`src/rtl/reg_pkg.sv`:
```
// Shared defaults for the register writeback arbiter: source map and widths.
package reg_pkg;

  localparam int NUM_SRC    = 3;
  localparam int SRC_ALU    = 0;
  localparam int SRC_MEM    = 1;
  localparam int SRC_MULDIV = 2;
  localparam int ADDR_W     = 5;
  localparam int DATA_W     = 32;

  // Pointer width that stays legal for a single-source configuration.
  function automatic int ptr_width(input int n);
    return (n > 1) ? $clog2(n) : 1;
  endfunction

endpackage

```
`src/rtl/rr_arb.sv`:
```
// Round-robin selector: one-hot grant to the first requester after the pointer.
module rr_arb #(
  parameter int N     = 3,
  parameter int PTR_W = reg_pkg::ptr_width(N)
) (
  input  logic [N-1:0]     req_i,
  input  logic [PTR_W-1:0] ptr_i,
  output logic [N-1:0]     gnt_o
);

  int   idx;
  logic found;

  // Search order is ptr+1, ptr+2, ... wrapping, ending at ptr itself.
  always_comb begin
    gnt_o = '0;
    found = 1'b0;
    idx   = 0;
    for (int i = 1; i <= N; i++) begin
      idx = (int'(ptr_i) + i) % N;
      if (!found && req_i[idx]) begin
        gnt_o[idx] = 1'b1;
        found      = 1'b1;
      end
    end
  end

endmodule

```
`src/rtl/reg_wb_arb.sv`:
```
// Writeback arbiter: round-robin among result sources into one register-file
// write port, plus a per-register pending-write scoreboard.
module reg_wb_arb #(
  parameter int NUM_SRC = reg_pkg::NUM_SRC,
  parameter int DATA_W  = reg_pkg::DATA_W,
  parameter int ADDR_W  = reg_pkg::ADDR_W
) (
  input  logic                      clk,
  input  logic                      SYS_reset_n,
  input  logic [NUM_SRC-1:0]        WBA_req,
  input  logic [NUM_SRC*ADDR_W-1:0] WBA_addr,
  input  logic [NUM_SRC*DATA_W-1:0] WBA_data,
  output logic [NUM_SRC-1:0]        WBA_gnt,
  input  logic                      WBA_rsv_valid,
  input  logic [ADDR_W-1:0]         WBA_rsv_addr,
  output logic [(1<<ADDR_W)-1:0]    WBA_busy,
  output logic                      REG_write_1,
  output logic [ADDR_W-1:0]         REG_address_wr,
  output logic [DATA_W-1:0]         REG_data_wb_in1
);

  import reg_pkg::*;

  localparam int PTR_W = ptr_width(NUM_SRC);
  localparam int NREG  = 1 << ADDR_W;

  logic [PTR_W-1:0]   ptr_q, ptr_d;
  logic [NUM_SRC-1:0] arb_gnt;
  logic               acc;
  logic [ADDR_W-1:0]  sel_addr;
  logic [DATA_W-1:0]  sel_data;
  logic [PTR_W-1:0]   sel_idx;
  logic [NREG-1:0]    busy_q, busy_d;
  logic               wr_q, wr_d;
  logic [ADDR_W-1:0]  waddr_q, waddr_d;
  logic [DATA_W-1:0]  wdata_q, wdata_d;

  rr_arb #(.N(NUM_SRC), .PTR_W(PTR_W)) u_rr_arb (
    .req_i (WBA_req),
    .ptr_i (ptr_q),
    .gnt_o (arb_gnt)
  );

  // Grants are gated by reset so nothing is accepted while held in reset.
  assign WBA_gnt = arb_gnt & {NUM_SRC{SYS_reset_n}};

  always_comb begin
    acc      = 1'b0;
    sel_addr = '0;
    sel_data = '0;
    sel_idx  = ptr_q;
    for (int k = 0; k < NUM_SRC; k++) begin
      if (WBA_gnt[k]) begin
        acc      = 1'b1;
        sel_addr = WBA_addr[k*ADDR_W +: ADDR_W];
        sel_data = WBA_data[k*DATA_W +: DATA_W];
        sel_idx  = PTR_W'(k);
      end
    end
  end

  // Register 0 is hardwired: its writes are accepted but never issued.
  // Reservation is applied after the clear so a same-cycle reserve wins.
  always_comb begin
    ptr_d   = sel_idx;
    wr_d    = acc && (sel_addr != '0);
    waddr_d = acc ? sel_addr : waddr_q;
    wdata_d = acc ? sel_data : wdata_q;
    busy_d  = busy_q;
    if (acc) busy_d[sel_addr] = 1'b0;
    if (WBA_rsv_valid) busy_d[WBA_rsv_addr] = 1'b1;
    busy_d[0] = 1'b0;
  end

  always_ff @(posedge clk or negedge SYS_reset_n) begin
    if (!SYS_reset_n) begin
      ptr_q   <= PTR_W'(NUM_SRC - 1);
      wr_q    <= 1'b0;
      waddr_q <= '0;
      wdata_q <= '0;
      busy_q  <= '0;
    end else begin
      ptr_q   <= ptr_d;
      wr_q    <= wr_d;
      waddr_q <= waddr_d;
      wdata_q <= wdata_d;
      busy_q  <= busy_d;
    end
  end

  assign REG_write_1     = wr_q;
  assign REG_address_wr  = waddr_q;
  assign REG_data_wb_in1 = wdata_q;
  assign WBA_busy        = busy_q;

endmodule
```
`config.mk`:
```
export PLATFORM = sky130hd
export DESIGN_NAME = reg_wb_arb
export DESIGN_NICKNAME = d
export VERILOG_FILES = /design/src/rtl/reg_pkg.sv /design/src/rtl/rr_arb.sv /design/src/rtl/reg_wb_arb.sv
export SDC_FILE = /design/constraint.sdc
export NUM_CORES = 1
export LEC_CHECK = 0
export ABC_AREA = 0
export CORE_MARGIN = 10
export CORE_UTILIZATION = 41
export CTS_CLUSTER_DIAMETER = 200
export DETAILED_ROUTE_END_ITERATION = 16
export PLACE_DENSITY = 0.82
export SETUP_SLACK_MARGIN = 0.5
export SYNTH_ARGS = -nofsm -noshare
export SYNTH_HDL_FRONTEND = slang
export SYNTH_HIERARCHICAL = 1
export SYNTH_SLANG_ARGS = --single-unit
```
`constraint.sdc`:
```
create_clock -name clk -period 4.2 [get_ports clk]
set_clock_uncertainty 0.2 [all_clocks]
set_input_delay 0.84 -clock clk [delete_from_list [all_inputs] [get_ports clk]]
set_output_delay 0.84 -clock clk [all_outputs]
set_load 0.02 [all_outputs]
```
# Word level (Yosys, flattened, before mapping)
# Cells that the tools add are included.
op_classes:
  addsub: 3
  n_mux: 38
  reduce_logical: 12
  div: 3
  bitwise_logic: 6
  magnitude_cmp: 10
ops:
  columns: ["operator", "n"]
  rows:
  - ["32-bit two-way mux", 5]
  - ["32-bit by 1-bit >= comparator with 1-bit output (second input constant)", 3]
  - ["32-bit by 4-bit < comparator with 1-bit output (second input constant)", 3]
  - ["32-bit by 3-bit modulo with 32-bit output (second input constant)", 3]
  - ["32-bit AND", 1]
  - ["32-bit inverter", 1]
  - ["32-bit OR", 1]
  - ["1-bit two-way mux", 16]
  - ["5-bit two-way mux", 3]
  - ["5-bit by 6-bit < comparator with 1-bit output (second input constant)", 2]
  - ["1-bit demux with 5-bit select", 2]
  - ["5-bit by 1-bit >= comparator with 1-bit output (second input constant)", 2]
  - ["3-bit two-way mux", 3]
  - ["1-bit logical AND", 8]
  - ["2-bit by 2-bit adder with 3-bit output (second input constant)", 2]
  - ["1-bit binary-select mux with 2-bit select", 3]
  - ["1-bit demux with 2-bit select", 3]
  - ["2-bit two-way mux", 3]
  - ["3-bit OR", 2]
  - ["5-bit nonzero test", 1]
  - ["2-bit by 1-bit adder with 3-bit output (second input constant)", 1]
  - ["3-bit AND", 1]
  - ["3-bit nonzero test", 1]
  - ["1-bit zero test", 2]
word_totals:
  in_bits: 122
  wordCells: 77
  reg_bits: 71
  output_inout_bits: 73

# Longest topological paths before layout
# Gate-level depths: netlist of run 1.
logic_depth:
  ltp_word: 25
  ltp_mapped: 14
  ltp_nobuf: 11

# By module
# Netlist of run 1, hierarchy kept.
modules_own_cells:
  columns: ["module", "instances", "area_each_um2", "cells_each", "seq_area_each_um2"]
  rows:
  - ["reg_wb_arb", 1, 3589.7, 367, 1778.0]
  - ["rr_arb", 1, 279.0, 40, 0.0]

# Least setup slack after synthesis of run 1
# No wires, ideal clock.
synth_path:
  path_kind: "flip-flop to output port"
  startpoint: "reg ptr_q[1]"
  endpoint: "out WBA_gnt[2]"
  t_required_ns: 3.160
  path_stages_with_launch: 11
  n_path_buf: 5
  arrival_time_ns: 2.332
  setup_slack_ns: 0.828
  cell_sequence: "dfstp_2 -> ha_1 -> buf_4 -> and2_1 -> o32ai_1 -> buf_4 -> inv_1 -> nor2_1 -> buf_2 -> clkbuf_1 -> buf_4"
synth_between:
  elab_chain_len: 13
  word_cells_on_any_way: 42
  classes_between: "add/sub (3); div (3); order compare (6); mux (20); bitwise (3); reduce/logical (7)"
synth_rtl:
  columns: ["element", "line_no", "text"]
  rows:
  - ["start: declaration", "reg_wb_arb.sv:27", "logic [PTR_W-1:0] ptr_q, ptr_d;"]
  - ["start signal: assignment", "reg_wb_arb.sv:77", "ptr_q <= PTR_W'(NUM_SRC - 1);"]
  - ["start signal: assignment", "reg_wb_arb.sv:83", "ptr_q <= ptr_d;"]
  - ["branches (longest 11 deep; another with 32-bit by 3-bit modulo with 32-bit output)", null, null]
  - ["3-bit two-way mux (*)", "rr_arb.sv:21", "if (!found && req_i[idx]) begin"]
  - ["named net arb_gnt[2]", "reg_wb_arb.sv:28", "logic [NUM_SRC-1:0] arb_gnt;"]
  - ["3-bit AND (*)", "reg_wb_arb.sv:45", "assign WBA_gnt = arb_gnt & {NUM_SRC{SYS_reset_n}};"]
  - ["end: declaration", "reg_wb_arb.sv:13", "output logic [NUM_SRC-1:0] WBA_gnt,"]
# Mark *: on every way through the listed nets, which the timed path passes. The select of a mux whose other input is x is not followed.

# Worst setup path after layout of run 1
layout_path:
  startpoint: "in WBA_req[1]"
  endpoint: "out WBA_gnt[0]"
layout_between:
  elab_chain_len: 11
  word_cells_on_any_way: 21
  classes_between: "mux (14); bitwise (3); reduce/logical (4)"
layout_rtl:
  columns: ["element", "line_no", "text"]
  rows:
  - ["start: declaration", "reg_wb_arb.sv:10", "input logic [NUM_SRC-1:0] WBA_req,"]
  - ["1-bit binary-select mux with 2-bit select", "rr_arb.sv:21", null]
  - ["1-bit two-way mux (implied by the code) (2 in series)", "rr_arb.sv:21", null]
  - ["1-bit two-way mux", "rr_arb.sv:21", null]
  - ["1-bit zero test", "rr_arb.sv:21", null]
  - ["1-bit logical AND", "rr_arb.sv:21", null]
  - ["1-bit two-way mux", "rr_arb.sv:21", null]
  - ["1-bit zero test", "rr_arb.sv:21", null]
  - ["1-bit logical AND", "rr_arb.sv:21", null]
  - ["3-bit two-way mux (*)", "rr_arb.sv:21", null]
  - ["named net arb_gnt[0]", "reg_wb_arb.sv:28", null]
  - ["3-bit AND (*)", "reg_wb_arb.sv:45", null]
# Mark *: on every way through the listed nets, which the timed path passes. The rest lies on a longest branch. The select of a mux whose other input is x is not followed.

==> out/metrics.csv, run 1 <==
metric;value;unit
Max Buffers Root-to-Sink;2;
initial antenna violation count;0;
FF+latch count, synth;71;
Initial DRT Pass Iterations;5;
Tcrit/Tclk final;85.2;%
Crit path arrival time;2.54;ns
Post-DP Area;5890;um^2
die footprint;13700;um^2
crit-path cells;clkdlybuf4s50_1 -> inv_1 -> a21boi_0 -> o22ai_1 -> o31ai_2 -> nand2_1 -> inv_1 -> clkbuf_2;
Mapped Area;3870;um^2
Avg WL per Cell;22.2;um
worst-margin pin slew;0.623;ns
first-pass GRT wire length;23300;um
Post-synth EDFFs;0;
GP Congestion;0.916;
Max-Cap Viols;0;
CP required;3.16;ns
final core utilization;66.5;%
post-synth cell types;58;
Worst path max stage delay;0.56;ns
Slew HR;58.3;%
Avg Inst Size Synth;9.51;um^2
DRT iter0 DRCs;453;
ANT cells;0;
syn nets;533;
dominant cells by area after synthesis;dfrtp_1 45%, a22oi_1 13%, o21ai_0 9.7%;
setup TNS;0;ns
Fin Hold WS;0.203;ns
yosys warns;6;
Commonest cells post-synth;75 x o21ai_0, 70 x dfrtp_1, 66 x a22oi_1;
CTS Buf Count;9;
clk_lat worst skew;0.33;ns
share of post-route cells with drive strength above 1;8.38;%
Fin. Hold Viols;0;
setup violators final;0;
Fillers;748;
VDD IR-drop max;390;uV
total core area;9200;um^2
Vias/cell;5.92;
row count;35;
largest area contributor in the netlist;dfrtp_1;
# nets final;718;
Setup CP Type;input port to output pin;
ys async rst share;100;%
status;finished, final reports clean;
Leakage;0.00240;uW
DRC;0;
Yosys top cell area share;45.3;%
post-route minimum period;3.58;ns
CTS sink cnt;71;
H-tree depth;3;
DIE HEIGHT;117;um
die width;117;um
Achievable Freq;279;MHz
Slowest-stage cell, CP;clkdlybuf4s50_1;
Root Buffer;clkbuf_8;
area of the multi-input gates;1920;um^2
Synth Instances;407;
Seq/Total Area, Yosys;46.0;%
DPL Wire Length;12000;um
PwrDens;751;nW/um^2
ys flop type;dfrtp_1;
Ports;195;
GR Util met1;27.3;%
starting density of the core;42.1;%
endpoint type of the worst setup path;output pin;
overall power;4590;uW
FF/Latch Area;1780;um^2
fin. max-slew vios;0;
GRT busiest layer;met2;
final wirelength;15700;um
GR Overflow Total;0;
Worst Hold Class;input port to async pin;
final instance area;6120;um^2
critical path launch point type;input port;
TritonCTS clock tree;built;
most used cell, CP;inv_1;
RSZ-0062 raised after global routing;no;
Total GRT Usage;21.9;%
area grow syn2layout;58.1;%
Buffers on Ports;193;
met2 usage;36.5;%
vias;4193;
met3 Use GR;4.99;%
Reg clk slew, reported paths;0.09;ns
vias in the first global route;4177;
Post-DRT Antenna Nets;0;
critical path fanouts, max;4;
largest net degree at the start of global routing;65;
most common cell in the netlist;o21ai_0;
[power by group]
group | switching [uW] | total [uW] | internal [uW]
Sequential | 206 | 1220 | 1020
Combinational | 1570 | 2750 | 1190
Clock | 264 | 615 | 351
Total | 2040 | 4590 | 2560
[layout by cell type, fill, tap and decap left out, types with 2 or more instances in the layout]
master / instances
a21o_1: 5
a21oi_1: 5
a22oi_1: 66
a311oi_1: 2
and2_1: 3
and3_1: 2
and3b_1: 3
buf_4: 12
bufinv_16: 2
clkbuf_2: 3
clkbuf_8: 10
clkdlybuf4s50_1: 189
dfrtp_1: 70
ha_1: 3
inv_1: 12
mux2i_1: 2
nand2_1: 37
nand3_1: 7
nand3b_1: 6
nand4b_1: 2
nand4bb_1: 3
nor2_1: 7
nor3b_1: 3
o2111ai_1: 2
o211ai_1: 3
o21ai_0: 75
o21ai_1: 5
o21ai_2: 2
o221ai_1: 2
o22ai_1: 7
o31ai_1: 10
or4b_1: 2
[flip-flops by register name, summed over array words and instances (netlist names)]
signal	flops
REG_data_wb_in1	32
WBA_busy	31
REG_write_1	1
ptr_q	2
REG_address_wr	5
[kinds of logic (layout without fill, tap and decap cells)]
kind of cell / count (synthesis) / after routing / synth area share (%)
flops: 71 / 71 / 46.0
mux: 2 / 2 / 0.517
fa+ha+maj: 4 / 4 / 1.29
buf+inv: 44 / 234 / 5.47
other cells: 1 / 1 / 0.0969
simple gates: 87 / 87 / 12.5
compound gates: 198 / 198 / 34.1
[what timing repair did]
| action | CTS | global route |
|---|---|---|
| setup buffers | 0 | 1 |
| endpoints found under the setup margin | 3 | 9 |
| hold buffers | 0 | 0 |
| pin swaps | 0 | 1 |
| resized for setup | 3 | 9 |
[worst max-delay path: cells and delay by family]
family                 cells  cell delay [ns]
AO/OA/AOI/OAI              3             0.64
buffers and inverters      4             0.91
AND/OR/NAND/NOR            1             0.15
[path summary, 6_finish.rpt]
kind	startpoint	to	slack [ns]	cells past startpoint
max	WBA_req[1]	WBA_gnt[0]	0.62	8
min	SYS_reset_n	REG_data_wb_in1[3]	0.20	1
max reg2reg	ptr_q[1]	WBA_busy[27]	0.83	11
min reg2reg	REG_address_wr[1]	REG_address_wr[1]	0.29	2
max in group asynchronous	SYS_reset_n	WBA_busy[15]	2.78	2
min in group clk	REG_address_wr[1]	REG_address_wr[1]	0.29	2
[area by class of cell]
| type | count | area share [%] |
|---|---|---|
| Clock buffer | 11 | 2.31 |
| Clock inverter | 5 | 1.33 |
| Inverter | 13 | 0.798 |
| Multi-Input combinational cell | 292 | 31.4 |
| Sequential cell | 71 | 29.1 |
| Tap cell | 111 | 2.27 |
| Timing Repair Buffer | 205 | 32.8 |
[per-stage QoR]
stage               setup slack (ns)  std cells
floorplan                      0.828        407
global placement               0.322        691
detailed placement             0.241        691
CTS                            0.509        707
global route                   0.512        708
finish                         0.621        708
[routing by layer]
layer	wire, um	vias up	part of all wire, %
met5	0	-	0
met4	269	0	1.7
met3	1150	25	7.3
met2	8170	208	52
met1	6110	2042	39
li1	-	1918	-
(Power assumes the default switching activity.)
==> run 2, diff against run 1 <==
--- a/config.mk
+++ b/config.mk
@@ -6,6 +6,7 @@
 export NUM_CORES = 1
 export LEC_CHECK = 0
 export ABC_AREA = 0
+export CORE_ASPECT_RATIO = 1.25
 export CORE_MARGIN = 10
 export CORE_UTILIZATION = 41
 export CTS_CLUSTER_DIAMETER = 200
==> out/metrics.csv, run 2 (same netlist as run 1, synthesis figures left out) <==
metric;value;unit
Post-DP Area;5910;um^2
Max Buffers Root-to-Sink;2;
max reg flops;32;
Total GRT Usage;22.0;%
most common cell after layout, fill and taps aside;clkdlybuf4s50_1;
setup TNS;0;ns
# nets final;718;
die footprint;13700;um^2
area of the multi-input gates;1930;um^2
setup violators final;0;
Root Buffer;clkbuf_16;
Fillers;722;
Post-CTS Hold Buffers;0;
Fin Hold WS;0.161;ns
endpoint type of the worst setup path;output pin;
PwrDens;754;nW/um^2
Setup CP Type;input port to output pin;
Reg clk slew, reported paths;0.06;ns
R2R Setup Slk;0.72;ns
starting density of the core;42.2;%
Leakage;0.00243;uW
Vias/cell;5.93;
Crit path arrival time;2.51;ns
FF/Latch Area;1780;um^2
CTS sink cnt;71;
Worst Hold Class;input port to async pin;
clk_lat worst skew;0.33;ns
DPL Wire Length;12200;um
total core area;9170;um^2
ANT cells;0;
pre-CTS setup slack;0.253;ns
Buffers on Ports;193;
post-route minimum period;3.55;ns
Avg WL per Cell;22.2;um
first-pass GRT wire length;24000;um
share of post-route cells with drive strength above 1;8.56;%
H-tree depth;3;
GR Overflow Total;0;
DRT iter0 DRCs;368;
TritonCTS clock tree;built;
vias;4266;
vias in the first global route;4371;
area grow syn2layout;60.1;%
Ports;195;
worst-margin pin slew;0.705;ns
critical path launch point type;input port;
Tcrit/Tclk final;84.5;%
Post-DRT Antenna Nets;0;
final instance area;6190;um^2
RSZ-0062 raised after global routing;no;
Post-CTS Setup Bufs;0;
Achievable Freq;282;MHz
final core utilization;67.5;%
Initial DRT Pass Iterations;6;
GP Congestion;0.981;
commonest non-fill, non-tap cells in the layout;188 x clkdlybuf4s50_1, 74 x o21ai_0, 70 x dfrtp_1, 66 x a22oi_1, 37 x nand2_1;
status;finished, final reports clean;
Fin. Hold Viols;0;
die width;107;um
row count;39;
VDD IR-drop max;491;uV
Slew HR;52.8;%
critical path fanouts, max;5;
final wirelength;16000;um
Final WS setup;0.653;ns
largest net degree at the start of global routing;65;
fin. max-slew vios;0;
CTS Buf Count;9;
initial antenna violation count;0;
Max-Cap Viols;0;
post-CTS sizing;3;
DIE HEIGHT;129;um
DRC;0;
CP required;3.16;ns
run 2: changes by cell type in the layout (fill, tap and decap cells not counted), sizes merged:
| cell | change |
|---|---|
| clkinvlp | +1 |
| dlymetal6s2s | +1 |
| clkdlybuf4s50 | -1 |
| dlygate4sd2 | +1 |
| clkbuf | -2 |
| bufinv | -2 |
| inv | +1 |
run 2: final cells by class:
class	instances	area share (%)
multi-input cells	292	31.1
inverters	13	0.788
well taps	123	2.49
repair buffers	205	32.5
flip-flops and latches	71	28.7
clock inverters	5	0.546
clock buffers	10	3.86
run 2: where the power goes:
part           switching, uW  total (uW)  leakage (uW)  internal [uW]
registers                192        1210      0.000857           1020
clock network            301         713      0.000131            412
logic                   1560        2740       0.00145           1180
total                   2050        4670       0.00243           2620
run 2: path summary, 6_finish.rpt:
path                                    from                 to  cells after the start
max reg2reg                         ptr_q[0]       WBA_busy[28]                     12
min in group clk           REG_address_wr[1]  REG_address_wr[1]                      2
min                              SYS_reset_n           ptr_q[0]                      1
max in group asynchronous        SYS_reset_n       WBA_busy[17]                      2
max                               WBA_req[0]         WBA_gnt[2]                      8
min reg2reg                REG_address_wr[1]  REG_address_wr[1]                      2
run 2: worst max-delay path, stage by stage:
cell	delay [ns]
clkdlybuf4s50_1	0.55
mux2i_1	0.11
o21ai_2	0.17
nand2_1	0.09
o32ai_2	0.15
inv_1	0.13
nor2_4	0.09
dlygate4sd2_1	0.37
run 2: through the flow:
step / cells / total power, uW
3_5_place_dp: 704 / 3930
5_1_grt: 719 / 4950
2_1_floorplan: 407 / 2720
6_report: 719 / 4670
4_1_cts: 719 / 4650
3_3_place_gp: 704 / 3860
run 2: per-layer routing:
metal	track usage, %	wire, um
met2	39.5	8180
met4	6.62	420
met1	24.1	5940
met3	7.04	1420
met5	0	0
==> run 3, diff against run 2 <==
==> constraint.sdc (replaced) <==
create_clock -name clk -period 3.37 [get_ports clk]
set_clock_uncertainty 0.2 [all_clocks]
set_input_delay 0.674 -clock clk [delete_from_list [all_inputs] [get_ports clk]]
set_output_delay 0.674 -clock clk [all_outputs]
set_load 0.02 [all_outputs]
==> out/metrics.csv, run 3 (same netlist as run 1, synthesis figures left out) <==
metric;value;unit
Post-DRT Antenna Nets;0;
total core area;9170;um^2
initial antenna violation count;2;
fin. max-slew vios;0;
critical path fanouts, max;8;
CP delay by family, top;compound AO/OA/AOI/OAI gates;
vias in the first global route;4573;
Fin Hold WS;0.0163;ns
DRT iter0 DRCs;355;
overall power;7780;uW
Leakage;0.00296;uW
DIE HEIGHT;129;um
Achievable Freq;305;MHz
Fin. Hold Viols;0;
most common cell after layout, fill and taps aside;clkdlybuf4s50_1;
Max Buffers Root-to-Sink;2;
# nets final;778;
setup violators final;0;
crit-path cells;inv_4 -> ha_4 -> mux2i_1 -> o21ai_2 -> nand2_2 -> o32ai_4 -> buf_12 -> and4bb_2 -> buf_6 -> and2_4 -> a211o_4 -> o21ai_0 -> o21ai_0;
CP required;3.37;ns
Buffers on Ports;193;
Max-Cap Viols;0;
Post-CTS Hold Buffers;0;
Worst Hold Class;input port to async pin;
most used cell, CP;o21ai_0;
Total GRT Usage;23.8;%
TritonCTS clock tree;built;
CTS sink cnt;71;
row count;39;
clk_lat worst skew;0.33;ns
H-tree depth;3;
Post-DP Area;6190;um^2
Vias/cell;6.03;
die width;107;um
Buf+Inv Stages, Crit Path;3;
RSZ-0062 raised after global routing;yes;
worst-margin pin slew;0.589;ns
Root Buffer;clkbuf_16;
DRC;0;
GP Congestion;0.943;
share of post-route cells with drive strength above 1;30.4;%
post-route minimum period;3.28;ns
DPL Wire Length;12900;um
Worst path max stage delay;0.61;ns
die footprint;13700;um^2
critical path launch point type;flip-flop;
Slew HR;60.7;%
Ports;195;
Avg WL per Cell;24.9;um
first-pass GRT wire length;26100;um
PwrDens;1030;nW/um^2
final instance area;7510;um^2
largest net degree at the start of global routing;65;
max reg flops;32;
Slowest-stage cell, CP;dfstp_2;
endpoint type of the worst setup path;flip-flop;
CTS Buf Count;9;
final wirelength;19500;um
area grow syn2layout;94.2;%
commonest non-fill, non-tap cells in the layout;186 x clkdlybuf4s50_1, 70 x dfrtp_1, 65 x o21ai_1, 41 x buf_4;
status;finished, final reports clean;
VDD IR-drop max;661;uV
Setup CP Type;flip-flop to flip-flop;
starting density of the core;42.2;%
vias;4712;
Initial DRT Pass Iterations;5;
GR Overflow Total;0;
Reg clk slew, reported paths;0.06;ns
Crit path arrival time;3.28;ns
Tcrit/Tclk final;97.3;%
-- run 3: cell types whose count changed in the layout (fill, tap and decap cells not counted), sizes merged --
| cell | delta |
|---|---|
| dlymetal6s2s | -1 |
| clkinv | +1 |
| diode | +1 |
| clkbuf | +1 |
| clkdlybuf4s50 | -2 |
| dlygate4sd2 | +2 |
| bufinv | +1 |
| buf | +59 |
-- run 3: repair_timing --
item | 4_1_cts | 5_1_grt
buffers inserted | 14 | 14
pin swaps | 33 | 46
gates resized for setup | 82 | 127
setup endpoints to repair | 68 | 68
cloned | 2 | 7
-- run 3: layout make-up --
type / instances / area, um^2
antenna: 1 / 2.50
tap: 123 / 154
sequential: 71 / 1780
clock inverter: 7 / 72.6
clock buffer: 9 / 225
inverter: 13 / 58.8
timing repair buffer: 265 / 2710
multi-input combinational: 292 / 2510
fill: 512 / 1660
-- run 3: worst paths after layout --
kind | slack [ns] | cells past startpoint | endpoint | start
setup / recovery | 0.09 | 13 | WBA_busy[18] | ptr_q[1]
hold / removal | 0.02 | 1 | REG_address_wr[3] | SYS_reset_n
setup reg to reg | 0.09 | 13 | WBA_busy[18] | ptr_q[1]
hold reg to reg | 0.29 | 2 | REG_address_wr[3] | REG_address_wr[3]
max in group asynchronous | 2.04 | 3 | WBA_busy[19] | SYS_reset_n
min in group clk | 0.29 | 2 | REG_address_wr[3] | REG_address_wr[3]
-- run 3: routing by layer --
metal / track usage [%] / share of wire, % / wire [um] / vias to the layer above
li1: - / - / - / 2054
met1: 26.7 / 35 / 6790 / 2288
met2: 42.4 / 51 / 10000 / 322
met3: 7.54 / 11 / 2090 / 46
met4: 6.15 / 2.9 / 561 / 2
met5: 0 / 0.062 / 12 / -
-- run 3: through the flow --
step / utilization, % / cells / setup slack [ns] / setup TNS (ns)
floorplan: - / 407 / 0.486 / 0
global placement: 67.5 / 727 / -0.135 / -1.55
detailed placement: 67.5 / 727 / -0.257 / -4.18
CTS: 75.1 / 759 / 0.241 / 0
global route: 81.9 / 780 / -0.0323 / -0.0323
finish: 81.9 / 781 / 0.0912 / 0
-- run 3: power by group --
group / switching, uW / total [uW] / internal (uW)
Clock: 378 / 952 / 574
Combinational: 2650 / 5250 / 2590
Sequential: 308 / 1580 / 1270
Total: 3340 / 7780 / 4440
